## src/rtl/midi_pkg.sv

```systemverilog
// midi_pkg: shared event, state and message types for the MIDI event transmitter
package midi_pkg;
  localparam logic [3:0] MIDI_NOTE_ON = 4'h9;
  localparam logic [3:0] MIDI_NOTE_OFF = 4'h8;
  typedef struct packed {
    logic [6:0] note;
    logic [6:0] velocity;
    logic       status;
  } midi_event_t;
  localparam int EVENT_W = $bits(midi_event_t);
  typedef enum logic [1:0] {IDLE, START, DATA, STOP} tx_state_t;
  function automatic logic [7:0] status_byte(logic status, logic [3:0] channel);
    return {status ? MIDI_NOTE_ON : MIDI_NOTE_OFF, channel};
  endfunction
endpackage

```

## src/rtl/midi_event_fifo.sv

```systemverilog
// midi_event_fifo: synchronous event queue; a push while full is taken when a pop frees the slot
module midi_event_fifo
  import midi_pkg::*;
#(
  parameter int DEPTH = 8
) (
  input  logic                     clk_in,
  input  logic                     rst_in,
  input  logic                     push,
  input  logic                     pop,
  input  logic [EVENT_W-1:0]       din,
  output logic [EVENT_W-1:0]       dout,
  output logic [$clog2(DEPTH):0]   count,
  output logic                     full,
  output logic                     empty
);
  localparam int AW = $clog2(DEPTH);
  midi_event_t mem [DEPTH];
  logic [AW-1:0] wr_ptr, rd_ptr;
  logic wr_en, rd_en;
  assign full = count == (AW+1)'(DEPTH);
  assign empty = count == '0;
  assign rd_en = pop && !empty;
  assign wr_en = push && (!full || rd_en);
  assign dout = mem[rd_ptr];
  always_ff @(posedge clk_in or negedge rst_in) begin
    if (!rst_in) begin
      wr_ptr <= '0;
      rd_ptr <= '0;
      count <= '0;
    end else begin
      if (wr_en) wr_ptr <= wr_ptr + 1'b1;
      if (rd_en) rd_ptr <= rd_ptr + 1'b1;
      count <= count + (AW+1)'(wr_en) - (AW+1)'(rd_en);
    end
  end
  always_ff @(posedge clk_in) begin
    if (wr_en) mem[wr_ptr] <= din;
  end
endmodule

```

## src/rtl/midi_event_tx.sv

```systemverilog
// midi_event_tx: queues note events and serializes them as 8N1 MIDI channel messages
module midi_event_tx
  import midi_pkg::*;
#(
  parameter int CLOCK_FREQUENCY = 100_000_000,
  parameter int BAUD_RATE = 31250,
  parameter int FIFO_DEPTH = 8,
  parameter int CHANNEL = 0,
  parameter int RUNNING_STATUS = 0
) (
  input  logic                          clk_in,
  input  logic                          rst_in,
  input  logic                          event_valid_in,
  input  logic [7:0]                    event_note_in,
  input  logic [7:0]                    event_velocity_in,
  input  logic                          event_status_in,
  output logic                          midi_tx_out,
  output logic                          busy_out,
  output logic [$clog2(FIFO_DEPTH):0]   fifo_count_out,
  output logic                          overflow_out
);
  localparam int BIT_CYCLES = CLOCK_FREQUENCY / BAUD_RATE;
  localparam int BW = BIT_CYCLES > 1 ? $clog2(BIT_CYCLES) : 1;
  tx_state_t state, state_d;
  logic [BW-1:0] baud_cnt;
  logic [2:0] bit_idx;
  logic [1:0] byte_idx;
  logic [2:0][7:0] msg;
  logic [7:0] last_status, head_status;
  logic [EVENT_W-1:0] fifo_dout;
  midi_event_t head;
  logic pop, full, empty, bit_end, unused_msb;
  assign unused_msb = ^{event_note_in[7], event_velocity_in[7]};
  midi_event_fifo #(.DEPTH(FIFO_DEPTH)) u_fifo (
    .clk_in(clk_in),
    .rst_in(rst_in),
    .push(event_valid_in),
    .pop(pop),
    .din({event_note_in[6:0], event_velocity_in[6:0], event_status_in}),
    .dout(fifo_dout),
    .count(fifo_count_out),
    .full(full),
    .empty(empty)
  );
  assign head = midi_event_t'(fifo_dout);
  assign head_status = status_byte(head.status, 4'(CHANNEL));
  assign bit_end = baud_cnt == BW'(BIT_CYCLES - 1);
  assign busy_out = state != IDLE || !empty;
  assign midi_tx_out = state == START ? 1'b0 : state == DATA ? msg[byte_idx][bit_idx] : 1'b1;
  always_comb begin
    state_d = state;
    pop = 1'b0;
    case (state)
      IDLE: if (!empty) begin
        pop = 1'b1;
        state_d = START;
      end
      START: if (bit_end) state_d = DATA;
      DATA: if (bit_end && bit_idx == 3'd7) state_d = STOP;
      STOP: if (bit_end) begin
        if (byte_idx != 2'd2) state_d = START;
        else if (!empty) begin
          pop = 1'b1;
          state_d = START;
        end else state_d = IDLE;
      end
      default: state_d = IDLE;
    endcase
  end
  always_ff @(posedge clk_in or negedge rst_in) begin
    if (!rst_in) begin
      state <= IDLE;
      baud_cnt <= '0;
      bit_idx <= '0;
      byte_idx <= '0;
      msg <= '0;
      last_status <= '0;
      overflow_out <= 1'b0;
    end else begin
      state <= state_d;
      baud_cnt <= (state == IDLE || bit_end) ? '0 : baud_cnt + 1'b1;
      if (state == DATA && bit_end) bit_idx <= bit_idx + 1'b1;
      if (state == STOP && bit_end) byte_idx <= byte_idx + 1'b1;
      // a pop reloads the message; running status starts at the note byte
      if (pop) begin
        msg <= {1'b0, head.velocity, 1'b0, head.note, head_status};
        byte_idx <= (RUNNING_STATUS != 0 && head_status == last_status) ? 2'd1 : 2'd0;
        last_status <= head_status;
      end
      if (event_valid_in && full && !pop) overflow_out <= 1'b1;
    end
  end
endmodule

```

## config.mk

```make
export PLATFORM = sky130hd
export DESIGN_NAME = midi_event_tx
export DESIGN_NICKNAME = d
export VERILOG_FILES = /design/src/rtl/midi_pkg.sv /design/src/rtl/midi_event_fifo.sv /design/src/rtl/midi_event_tx.sv
export SDC_FILE = /design/constraint.sdc
export NUM_CORES = 1
export LEC_CHECK = 0
export CORE_ASPECT_RATIO = 1.1
export CORE_UTILIZATION = 45
export CTS_CLUSTER_DIAMETER = 100
export DETAILED_ROUTE_END_ITERATION = 8
export SYNTH_ARGS = -nofsm -noshare
export SYNTH_HDL_FRONTEND = slang
export SYNTH_HIERARCHICAL = 1
export SYNTH_SLANG_ARGS = --single-unit
```

## constraint.sdc

```tcl
create_clock -name clk_in -period 5.15 [get_ports clk_in]
set_clock_uncertainty 0.15 [all_clocks]
set_input_delay 0.7725 -clock clk_in [delete_from_list [all_inputs] [get_ports clk_in]]
set_output_delay 0.7725 -clock clk_in [all_outputs]
set_load 0.005 [all_outputs]
```

==> metrics.md, run 1 <==
| Metric | Value |
|---|---|
| First-pass GRT wire length | `21.9 mm` |
| Grt ovf | `0` |
| Number of library cell types mapped by synthesis | `57` |
| Critical path type | `reg2reg` |
| Vias per cell | `~5.7` |
| Static Leak | `between 3 and 4 nW` |
| Die height | `around 140 um` |
| Hold buffer count at cts | `0` |
| Total GRT Usage | `between 15 and 20%` |
| DRC Markers | `0` |
| CP bufs+invs | `1` |
| FFs w/ async S/R, synth | `between 20% and 30%` |
| Synthesized area per cell | `16.0 um2` |
| Max Cap Viol | `0` |
| Grt peak-use layer | `met2` |
| Max Slew Vio Count | `0` |
| H-tree Lvls | `4` |
| Top post-synthesis cells by area | `edfxtp_1 48%, dfrtp_1 15%, mux4_1 11%` |
| Starting Density | `46.8%` |
| FMAX | `around 270 MHz` |
| Worst-case clock buffer depth | `2` |
| Worst vdd ir | `0.237 mV` |
| Final WS setup | `between 1 and 1.5 ns` |
| Vias in the first global route | `~4100` |
| CP cell instances | `ha_1, nand2_1, nor3_4, a21o_1, and2_1, nor2b_1, nor2_1, nor3_2, buf_4` |
| Drt pass-1 iters | `4` |
| Final hold vios | `0` |
| Slowest CP cell | `dfrtp_1` |
| Die Width | `125 um` |
| WL/cell | `19.3 um` |
| Min-Delay Path Class | `reg2reg` |
| Reg clk slew, reported paths | `0.07 ns` |
| Post-Place Setup Slack | `1.48 ns` |
| Cell taking the most area after synthesis | `edfxtp_1` |
| Period utilization | `71.6%` |
| CTS Buf Count | `17` |
| Synth Net Count | `504` |
| Peak fanout along the critical path | `17` |
| Antenna Cells | `0` |
| # setup viols final | `0` |
| Initial DRC count | `214` |
| Worst Path Required | `5.10 ns` |
| Die footprint | `between 0.015 and 0.02 mm2` |
| Area fraction of the dominant cell type after synthesis | `48.4%` |
| # rows | `48` |
| # clock sinks | `166` |
| RePlAce Congestion | `0.755` |
| Setup crit start kind | `register` |
| Crit path DAT | `3.64 ns` |
| Worst Max-Slew Pin Slew | `1.07 ns` |
| Setup Buffers After CTS | `0` |
| Mapped Area | `0.00745 mm2` |
| Largest net degree at the start of global routing | `47` |
| Final min period | `3.69 ns` |
| Grt met2 use | `29.3%` |
| Seq/Total Area, Yosys | `63.8%` |
| Vias post-DR | `4083` |
| PwrDens | `388 mW/mm2` |
| Resize count post-CTS | `0` |
| Nets | `537` |
| Worst path top cell family by delay | `simple AND/OR/NAND/NOR gates` |
| Post-DP HPWL | `8.31 mm` |
| Post-route ant nets | `0` |
| Largest stage delay, worst path | `0.62 ns` |
| Clk Latency, worst-skew pair | `0.43 ns` |
| Syn. warnings | `6` |
| Root Driver | `clkbuf_16` |
| Fin Setup TNS | `0 ns` |
| Yosys reg bits | `166` |
| Max-slew headroom | `28.8%` |
| Synth-to-layout area growth | `14.5%` |
| Routing usage on met1 | `21.2%` |
| Crit end category | `register` |
| Initial antenna violation count | `0` |
| CTS tree | `built` |
| EDFF count, synth | `120` |
| Core region area | `0.0159 mm2` |
| Port bufs | `24` |
| Layout cells sized above 1 | `16.6%` |
| Status | `finished, final reports clean` |
| Routed WL | `about 14 mm` |
| Post-synth top flop | `edfxtp_1` |
| Met3 usage | `3.67%` |
| Syn Inst Count | `467` |
| I/O pin cnt | `27` |
| RSZ-0062 raised after global routing | `false` |
## where the power goes
group	total (mW)	switching, mW	internal [mW]
Combinational	0.416	0.236	0.181
Sequential	1.68	0.0606	1.62
Clock	1.21	0.535	0.677
## flip-flops by register name, indices dropped and copies added, names as in the netlist
signal / flops
byte_idx: 2
u_fifo/mem: 120
u_fifo/wr_ptr: 3
u_fifo/rd_ptr: 3
msg: 16
state: 2
u_fifo/count: 4
overflow_out: 1
bit_idx: 3
baud_cnt: 12
## worst reg2reg max path, delay by kind of cell, from the launching register on
kind | cells | cell delay [ns]
AO/OA/AOI/OAI | 1 | 0.27
flip-flops | 1 | 0.62
buffers and inverters | 1 | 0.31
adder cells (fa/ha/maj) | 1 | 0.26
AND/OR/NAND/NOR | 6 | 1.74
## kinds of logic (layout without fill, tap and decap cells)
group           Yosys count  count (layout)  synth area share [%]
simple gates            105             105                  8.40
flops                   166             166                  63.8
buf+inv                  52              98                  3.01
mux                      54              54                  14.5
fa+ha+maj                17              17                  2.96
compound gates           55              55                  5.22
xor+xnor                 18              18                  2.12
## stage by stage
stage	hold slack, ns	total power [mW]	instance area (um2)	utilization [%]	cells
2_1_floorplan	0.270	1.92	7450	-	467
3_3_place_gp	0.298	2.11	7960	50.0	681
3_5_place_dp	0.300	2.13	7960	50.0	681
4_1_cts	0.317	3.35	8530	53.6	713
5_1_grt	0.328	3.44	8530	53.6	713
6_report	0.314	3.31	8530	53.6	713
## cell usage in the layout (no fill, tap or decap), types with 14 or more instances in the layout
master	Yosys	routed
a21oi_1	20	20
and3_1	17	17
clkbuf_16	0	17
clkdlybuf4s50_1	0	23
dfrtp_1	46	46
edfxtp_1	120	120
ha_1	16	16
inv_1	29	29
mux2_2	19	19
mux4_1	30	30
nand4_1	15	15
nor2_1	18	18
o311ai_0	14	14
## cells in the mapped netlist, types with 2 or more instances
cell type and count:
dfrtp_1 46, mux4_2 2, edfxtp_1 120, nand3_1 6, and2_1 2, clkbuf_2 2
a21oi_1 20, xor2_1 6, nand4_1 15, buf_2 3, o221ai_1 2, o31ai_1 2
nor3b_1 2, nor2_1 18, clkbuf_1 11, buf_1 4, or2_2 3, and3_1 17
nand2b_1 7, ha_1 16, mux4_1 30, nand2_1 11, o311ai_0 14, nor4_1 3
buf_6 3, xnor2_1 12, mux2_2 19, mux2i_1 2, a21o_1 3, a2bb2oi_1 2
nor3_1 10, inv_1 29
## path summary, 6_finish.rpt
| kind | endpoint | slack, ns | cells after the start | from |
|---|---|---|---|---|
| min reg2reg | msg[7] | 0.31 | 1 | msg[7] |
| max reg2reg | u_fifo/mem[7][3] | 1.46 | 9 | byte_idx[1] |
| max in group asynchronous | msg[9] | 3.80 | 1 | rst_in |
| min in group asynchronous | u_fifo/wr_ptr[2] | 0.40 | 1 | rst_in |
| min | msg[7] | 0.31 | 1 | msg[7] |
| max | u_fifo/mem[7][3] | 1.46 | 9 | byte_idx[1] |
## area by class of cell
type                       count  area, um2
clock buffer                  17        425
clock inverter                15        143
fill                        1269       7390
inverter                      29        109
multi-input combinational    249       2510
sequential                   166       4750
tap                          200        250
timing repair buffer          37        333
## metal layers
layer / share of wire, % / up-vias
met1: 44 / 2087
met4: 1.7 / 0
li1: - / 1908
met3: 3.2 / 18
met5: 0 / -
met2: 51 / 70
Power figures use the tool's default switching activity.
==> inputs of run 2 (changes only) <==
- clock period: 5.15 -> 3.7 ns (I/O delays scaled with it)
==> run 2 against run 1 <==
Compared with the run above: clock-buffer cell count is the same; total power grew 38%; cell count grew 0.28%; highest routed layer unchanged.
==> metrics.md, run 2 (same netlist as run 1, synthesis figures left out) <==
| Metric | Value |
|---|---|
| Status | `finished, final reports clean` |
| RePlAce Congestion | `0.772 (+2.2%)` |
| Slowest CP cell | `dfrtp_1` |
| # clock sinks | `166 (unchanged)` |
| CTS Buf Count | `17 (unchanged)` |
| FMAX | `316 MHz (+16%)` |
| Setup crit start kind | `register` |
| Hold buffer count at cts | `0 (unchanged)` |
| Port bufs | `24 (unchanged)` |
| Final core utilization | `53.6% (+0.055 points)` |
| Reg2Reg Depth | `9 (unchanged)` |
| Reg clk slew, reported paths | `0.07 ns (about the same)` |
| R2R setup slack | `0.53 ns (-0.93 ns)` |
| Critical path type | `reg2reg` |
| Grt met2 use | `31.5% (+2.2 points)` |
| Non-Filler Instances | `715 (+0.28%)` |
| Most frequent cells in the layout | `120 x edfxtp_1, 46 x dfrtp_1, 30 x mux4_1` |
| Crit end category | `register` |
| Max Slew Vio Count | `0 (unchanged)` |
| Drt pass-1 iters | `4 (unchanged)` |
| Vias in the first global route | `4240 (+2.5%)` |
| Total GRT Usage | `17.9% (+0.73 points)` |
| Worst r2r src | `byte_idx[1]` |
| Routed WL | `13.9 mm (+1.3%)` |
| Max Cap Viol | `0 (unchanged)` |
| Max-slew headroom | `30.9% (+2.1 points)` |
| Min-Delay Path Class | `in2async` |
| Worst path top cell family by delay | `simple AND/OR/NAND/NOR gates` |
| Final min period | `3.17 ns (-0.518 ns)` |
| PwrDens | `533 mW/mm2 (+37%)` |
| Largest stage delay, worst path | `0.62 ns (about the same)` |
| Resize count post-CTS | `0 (unchanged)` |
| Most flop-heavy register | `u_fifo/mem` |
| H-tree Lvls | `4 (unchanged)` |
| Static Leak | `3.13 nW (+0.14%)` |
| Worst vdd ir | `0.349 mV (+47%)` |
| Peak fanout along the critical path | `15 (-2)` |
| Worst-case clock buffer depth | `2 (unchanged)` |
| Core region area | `0.0159 mm2 (unchanged)` |
| Post-Place Cells | `683 (+0.29%)` |
| CTS tree | `built` |
| CP bufs+invs | `1 (unchanged)` |
| Nets | `539 (+0.37%)` |
| Period utilization | `85.6% (+14 points)` |
| Most common cell after layout, fill and taps aside | `edfxtp_1` |
| Final hold vios | `0 (unchanged)` |
| Met3 usage | `3.28% (-0.39 points)` |
| # setup viols final | `0 (unchanged)` |
| First-pass GRT wire length | `22.8 mm (+4.1%)` |
| Synth-to-layout area growth | `14.6%` |
| Antenna Cells | `0 (unchanged)` |
| Vias per cell | `5.71 (-0.35%)` |
| Root Driver | `clkbuf_16` |
| Worst Path Required | `3.64 ns (-1.46 ns)` |
| WL/cell | `19.5 um (+1.0%)` |
| Starting Density | `46.8% (unchanged)` |
| Grt ovf | `0 (unchanged)` |
| Routing usage on met1 | `21.7% (+0.54 points)` |
| Post-route ant nets | `0 (unchanged)` |
| Fillers | `1257 (-0.95%)` |
| Die height | `137 um (unchanged)` |
| RSZ-0062 raised after global routing | `false` |
| Clk Latency, worst-skew pair | `0.42 ns (about the same)` |
| R2R Path End | `u_fifo/mem[0][14]` |
| Post-DP HPWL | `8.80 mm (+5.8%)` |
| Largest regs | `u_fifo/mem: 120 flops, msg: 16 flops, baud_cnt: 12 flops` |
| CP cell instances | `ha_1, nand2_1, nor3_4, a21o_1, and2_1, nor2b_1, nor2_1, nor4_4, buf_4` |
| Setup Buffers After CTS | `0 (unchanged)` |
| Crit path DAT | `3.11 ns (-0.53 ns)` |
| Die footprint | `0.0171 mm2 (unchanged)` |
| I/O pin cnt | `27 (unchanged)` |
| Largest net degree at the start of global routing | `47 (unchanged)` |
| Layout cells sized above 1 | `16.7% (+0.13 points)` |
| # rows | `48 (unchanged)` |
| Area post-placement | `0.00799 mm2 (+0.41%)` |
| Grt peak-use layer | `met2` |
| DRC Markers | `0 (unchanged)` |
| Worst Max-Slew Pin Slew | `1.04 ns (-0.0312 ns)` |
| Initial DRC count | `251 (+17%)` |
| Finished Cell Area | `0.00854 mm2 (+0.10%)` |
| Largest register FFs | `120 (unchanged)` |
| Vias post-DR | `4080 (-0.073%)` |
| Die Width | `125 um (unchanged)` |
| Initial antenna violation count | `0 (unchanged)` |
==> run 2: cell types whose count changed in the layout (fill, tap and decap cells not counted) <==
cell        before  now
clkinv_8         0    1
clkinvlp_4       3    2
clkinv_2         1    2
nor4_4           1    3
clkinv_1         1    2
buf_4           13   15
inv_8            1    0
nor4_2           2    0
bufinv_16        1    0
==> run 2: power breakdown <==
group / total [mW] / leakage, nW / internal, mW / switching [mW]
Clock: 1.62 / 0.263 / 0.872 / 0.745
Sequential: 2.34 / 1.61 / 2.25 / 0.0944
Combinational: 0.587 / 1.26 / 0.257 / 0.330
==> run 2: cell type report <==
type / instances / area, um2 / share of cell area, %
timing repair buffer: 39 / 348 / 4.07
tap: 200 / 250 / 2.93
multi-input combinational: 249 / 2530 / 29.6
clock buffer: 17 / 425 / 4.98
clock inverter: 15 / 119 / 1.39
inverter: 29 / 109 / 1.28
sequential: 166 / 4750 / 55.7
==> run 2: routing by layer <==
layer	up-vias	share of wire, %
met5	-	0
met4	0	1.9
met3	23	2.9
met2	60	52
met1	2077	43
li1	1920	-
==> run 2: how the worst max path moves through the flow <==
stage	from	end	slack (ns)	cells after the start
6_report	byte_idx[1]	u_fifo/mem[0][14]	0.53	9
3_5_place_dp	byte_idx[1]	u_fifo/mem[0][1]	0.53	9
5_1_grt	byte_idx[1]	u_fifo/mem[0][9]	0.30	9
3_3_place_gp	byte_idx[1]	u_fifo/mem[0][1]	0.55	9
4_1_cts	byte_idx[1]	u_fifo/mem[0][14]	0.50	9
2_1_floorplan	u_fifo/count[2]	u_fifo/mem[3][0]	-0.16	10
==> run 2: metrics by stage <==
stage               power [mW]  setup TNS, ns  setup WS [ns]  hold WS, ns
global placement          2.94              0          0.549        0.303
CTS                       4.61              0          0.496        0.207
finish                    4.55              0          0.531        0.168
global route              4.74              0          0.302        0.267
detailed placement        2.98              0          0.525        0.301
floorplan                 2.68         -14.60         -0.165        0.109
==> inputs of run 3 (changes only) <==
- REMOVE_ABC_BUFFERS: default -> 1
==> run 3 against run 2 <==
Compared with the run above: clock-buffer cell count grew 1; die area did not move; sequential power hardly changed; sequential cell count unchanged; maximum frequency decreased by 2.4%; register-to-register slack barely moved; routed wire length is 1.8% higher; worst setup slack got worse by 0.079 ns; clock power up 9%; largest cell class unchanged; non-clock buffer count is the same; cell count unchanged.
==> metrics.md, run 3 (same netlist as run 1, synthesis figures left out) <==
| Metric | Value |
|---|---|
| Critical path type | `reg2out` |
| Worst vdd ir | `0.398 mV (+14%)` |
| CP cell instances | `mux4_2, mux2i_1, or4_1, o221ai_1, clkdlybuf4s50_1` |
| Initial antenna violation count | `0 (unchanged)` |
| Worst path top cell family by delay | `multiplexers` |
| Antenna Cells | `0 (unchanged)` |
| CTS tree | `built` |
| Largest register FFs | `120 (unchanged)` |
| Post-DP HPWL | `8.22 mm (-6.6%)` |
| Area post-placement | `0.00798 mm2 (-0.22%)` |
| Synth-to-layout area growth | `15.0%` |
| Reg clk slew, reported paths | `0.07 ns (about the same)` |
| Nets | `539 (unchanged)` |
| Drt pass-1 iters | `4 (unchanged)` |
| Max Cap Viol | `0 (unchanged)` |
| Largest regs | `u_fifo/mem: 120 flops, msg: 16 flops, baud_cnt: 12 flops` |
| Peak fanout along the critical path | `13 (-2)` |
| Worst-case clock buffer depth | `2 (unchanged)` |
| Status | `finished, final reports clean` |
| Most common cell after layout, fill and taps aside | `edfxtp_1` |
| Worst Max-Slew Pin Slew | `1.06 ns (+0.0210 ns)` |
| Initial DRC count | `142 (-43%)` |
| Routing usage on met1 | `21.5% (-0.24 points)` |
| Most frequent cells in the layout | `120 x edfxtp_1, 46 x dfrtp_1, 30 x mux4_1` |
| Finished Cell Area | `0.00857 mm2 (+0.35%)` |
| Vias post-DR | `4070 (-0.25%)` |
| Slowest CP cell | `dfrtp_1` |
| Period utilization | `87.8% (+2.1 points)` |
| Most flop-heavy register | `u_fifo/mem` |
| Hold buffer count at cts | `0 (unchanged)` |
| Grt met2 use | `31.2% (-0.25 points)` |
| Worst Path Required | `2.99 ns (-0.65 ns)` |
| CTS Buf Count | `17 (unchanged)` |
| Resize count post-CTS | `0 (unchanged)` |
| WL/cell | `19.8 um (+1.8%)` |
| Total GRT Usage | `17.8% (-0.14 points)` |
| RePlAce Congestion | `0.743 (-3.8%)` |
| Final min period | `3.25 ns (+0.0789 ns)` |
| Setup crit start kind | `register` |
| Die Width | `125 um (unchanged)` |
| Vias per cell | `5.69 (-0.25%)` |
| Clk Latency, worst-skew pair | `0.42 ns (about the same)` |
| Die footprint | `0.0171 mm2 (unchanged)` |
| Port bufs | `24 (unchanged)` |
| # setup viols final | `0 (unchanged)` |
| Fin Setup TNS | `0 ns (unchanged)` |
| CP bufs+invs | `1 (unchanged)` |
| Min-Delay Path Class | `in2async` |
| Static Leak | `3.15 nW (+0.79%)` |
| First-pass GRT wire length | `22.5 mm (-1.5%)` |
| Fillers | `1276 (+1.5%)` |
| Starting Density | `46.8% (unchanged)` |
| I/O pin cnt | `27 (unchanged)` |
| Final hold vios | `0 (unchanged)` |
| Crit path DAT | `2.54 ns (-0.57 ns)` |
| Largest net degree at the start of global routing | `47 (unchanged)` |
| H-tree Lvls | `4 (unchanged)` |
| Crit end category | `primary output` |
| Routed WL | `14.2 mm (+1.8%)` |
| Vias in the first global route | `4170 (-1.7%)` |
| Layout cells sized above 1 | `16.7% (unchanged)` |
| Grt ovf | `0 (unchanged)` |
| Post-route ant nets | `0 (unchanged)` |
| Grt peak-use layer | `met2` |
| FMAX | `308 MHz (-2.4%)` |
| Max-slew headroom | `29.5% (-1.4 points)` |
| PwrDens | `547 mW/mm2 (+2.7%)` |
| Die height | `137 um (unchanged)` |
| # clock sinks | `166 (unchanged)` |
| Root Driver | `clkbuf_16` |
| Core region area | `0.0159 mm2 (unchanged)` |
| # rows | `48 (unchanged)` |
| Max Slew Vio Count | `0 (unchanged)` |
| Setup Buffers After CTS | `0 (unchanged)` |
| DRC Markers | `0 (unchanged)` |
| RSZ-0062 raised after global routing | `false` |
| Met3 usage | `3.56% (+0.27 points)` |
| Largest stage delay, worst path | `0.64 ns (+0.02 ns)` |
-- run 3: cell count changes in the layout (fill, tap and decap cells not counted), moves of 2 or more --
cell	delta
bufinv_16	+2
inv_6	-2
inv_8	+3
nor4_2	+2
nor4_4	-2
-- run 3: cell type report --
type / count / area [um2] / share of cell area (%)
flip-flops and latches: 166 / 4750 / 55.5
inverters: 29 / 109 / 1.27
clock buffers: 18 / 429 / 5.01
well taps: 200 / 250 / 2.92
clock inverters: 14 / 163 / 1.90
repair buffers: 39 / 348 / 4.06
multi-input cells: 249 / 2510 / 29.3
-- run 3: per-stage QoR --
step | util (%) | hold slack [ns] | instances | power (mW) | worst slack, ns
global placement | 50.1 | 0.289 | 683 | 2.94 | 0.554
detailed placement | 50.1 | 0.289 | 683 | 2.97 | 0.541
CTS | 53.8 | 0.215 | 715 | 4.75 | 0.437
global route | 53.8 | 0.263 | 715 | 4.87 | 0.337
finish | 53.8 | 0.176 | 715 | 4.69 | 0.453
floorplan | - | 0.109 | 444 | 2.67 | -0.781
-- run 3: routing by layer --
metal / vias up / wire length (um)
li1: 1914 / -
met1: 2063 / 6020
met2: 80 / 7360
met3: 13 / 619
met4: 0 / 184
met5: - / 0
-- run 3: final timing paths --
check | start | end | slack, ns | cells after the start
worst max-delay path | byte_idx[1] | midi_tx_out | 0.45 | 5
worst min-delay path | rst_in | state[1] | 0.18 | 1
worst max register to register | byte_idx[1] | u_fifo/mem[1][6] | 0.52 | 9
worst min register to register | msg[7] | msg[7] | 0.30 | 1
max in group asynchronous | rst_in | bit_idx[2] | 2.57 | 1
min in group clk_in | msg[7] | msg[7] | 0.30 | 1
-- run 3: power breakdown --
part           total [mW]  switching (mW)  leakage (nW)  internal [mW]
combinational       0.581           0.331          1.26          0.250
clock                1.77           0.755         0.289           1.02
sequential           2.33          0.0835          1.61           2.25
total                4.69            1.17          3.15           3.52
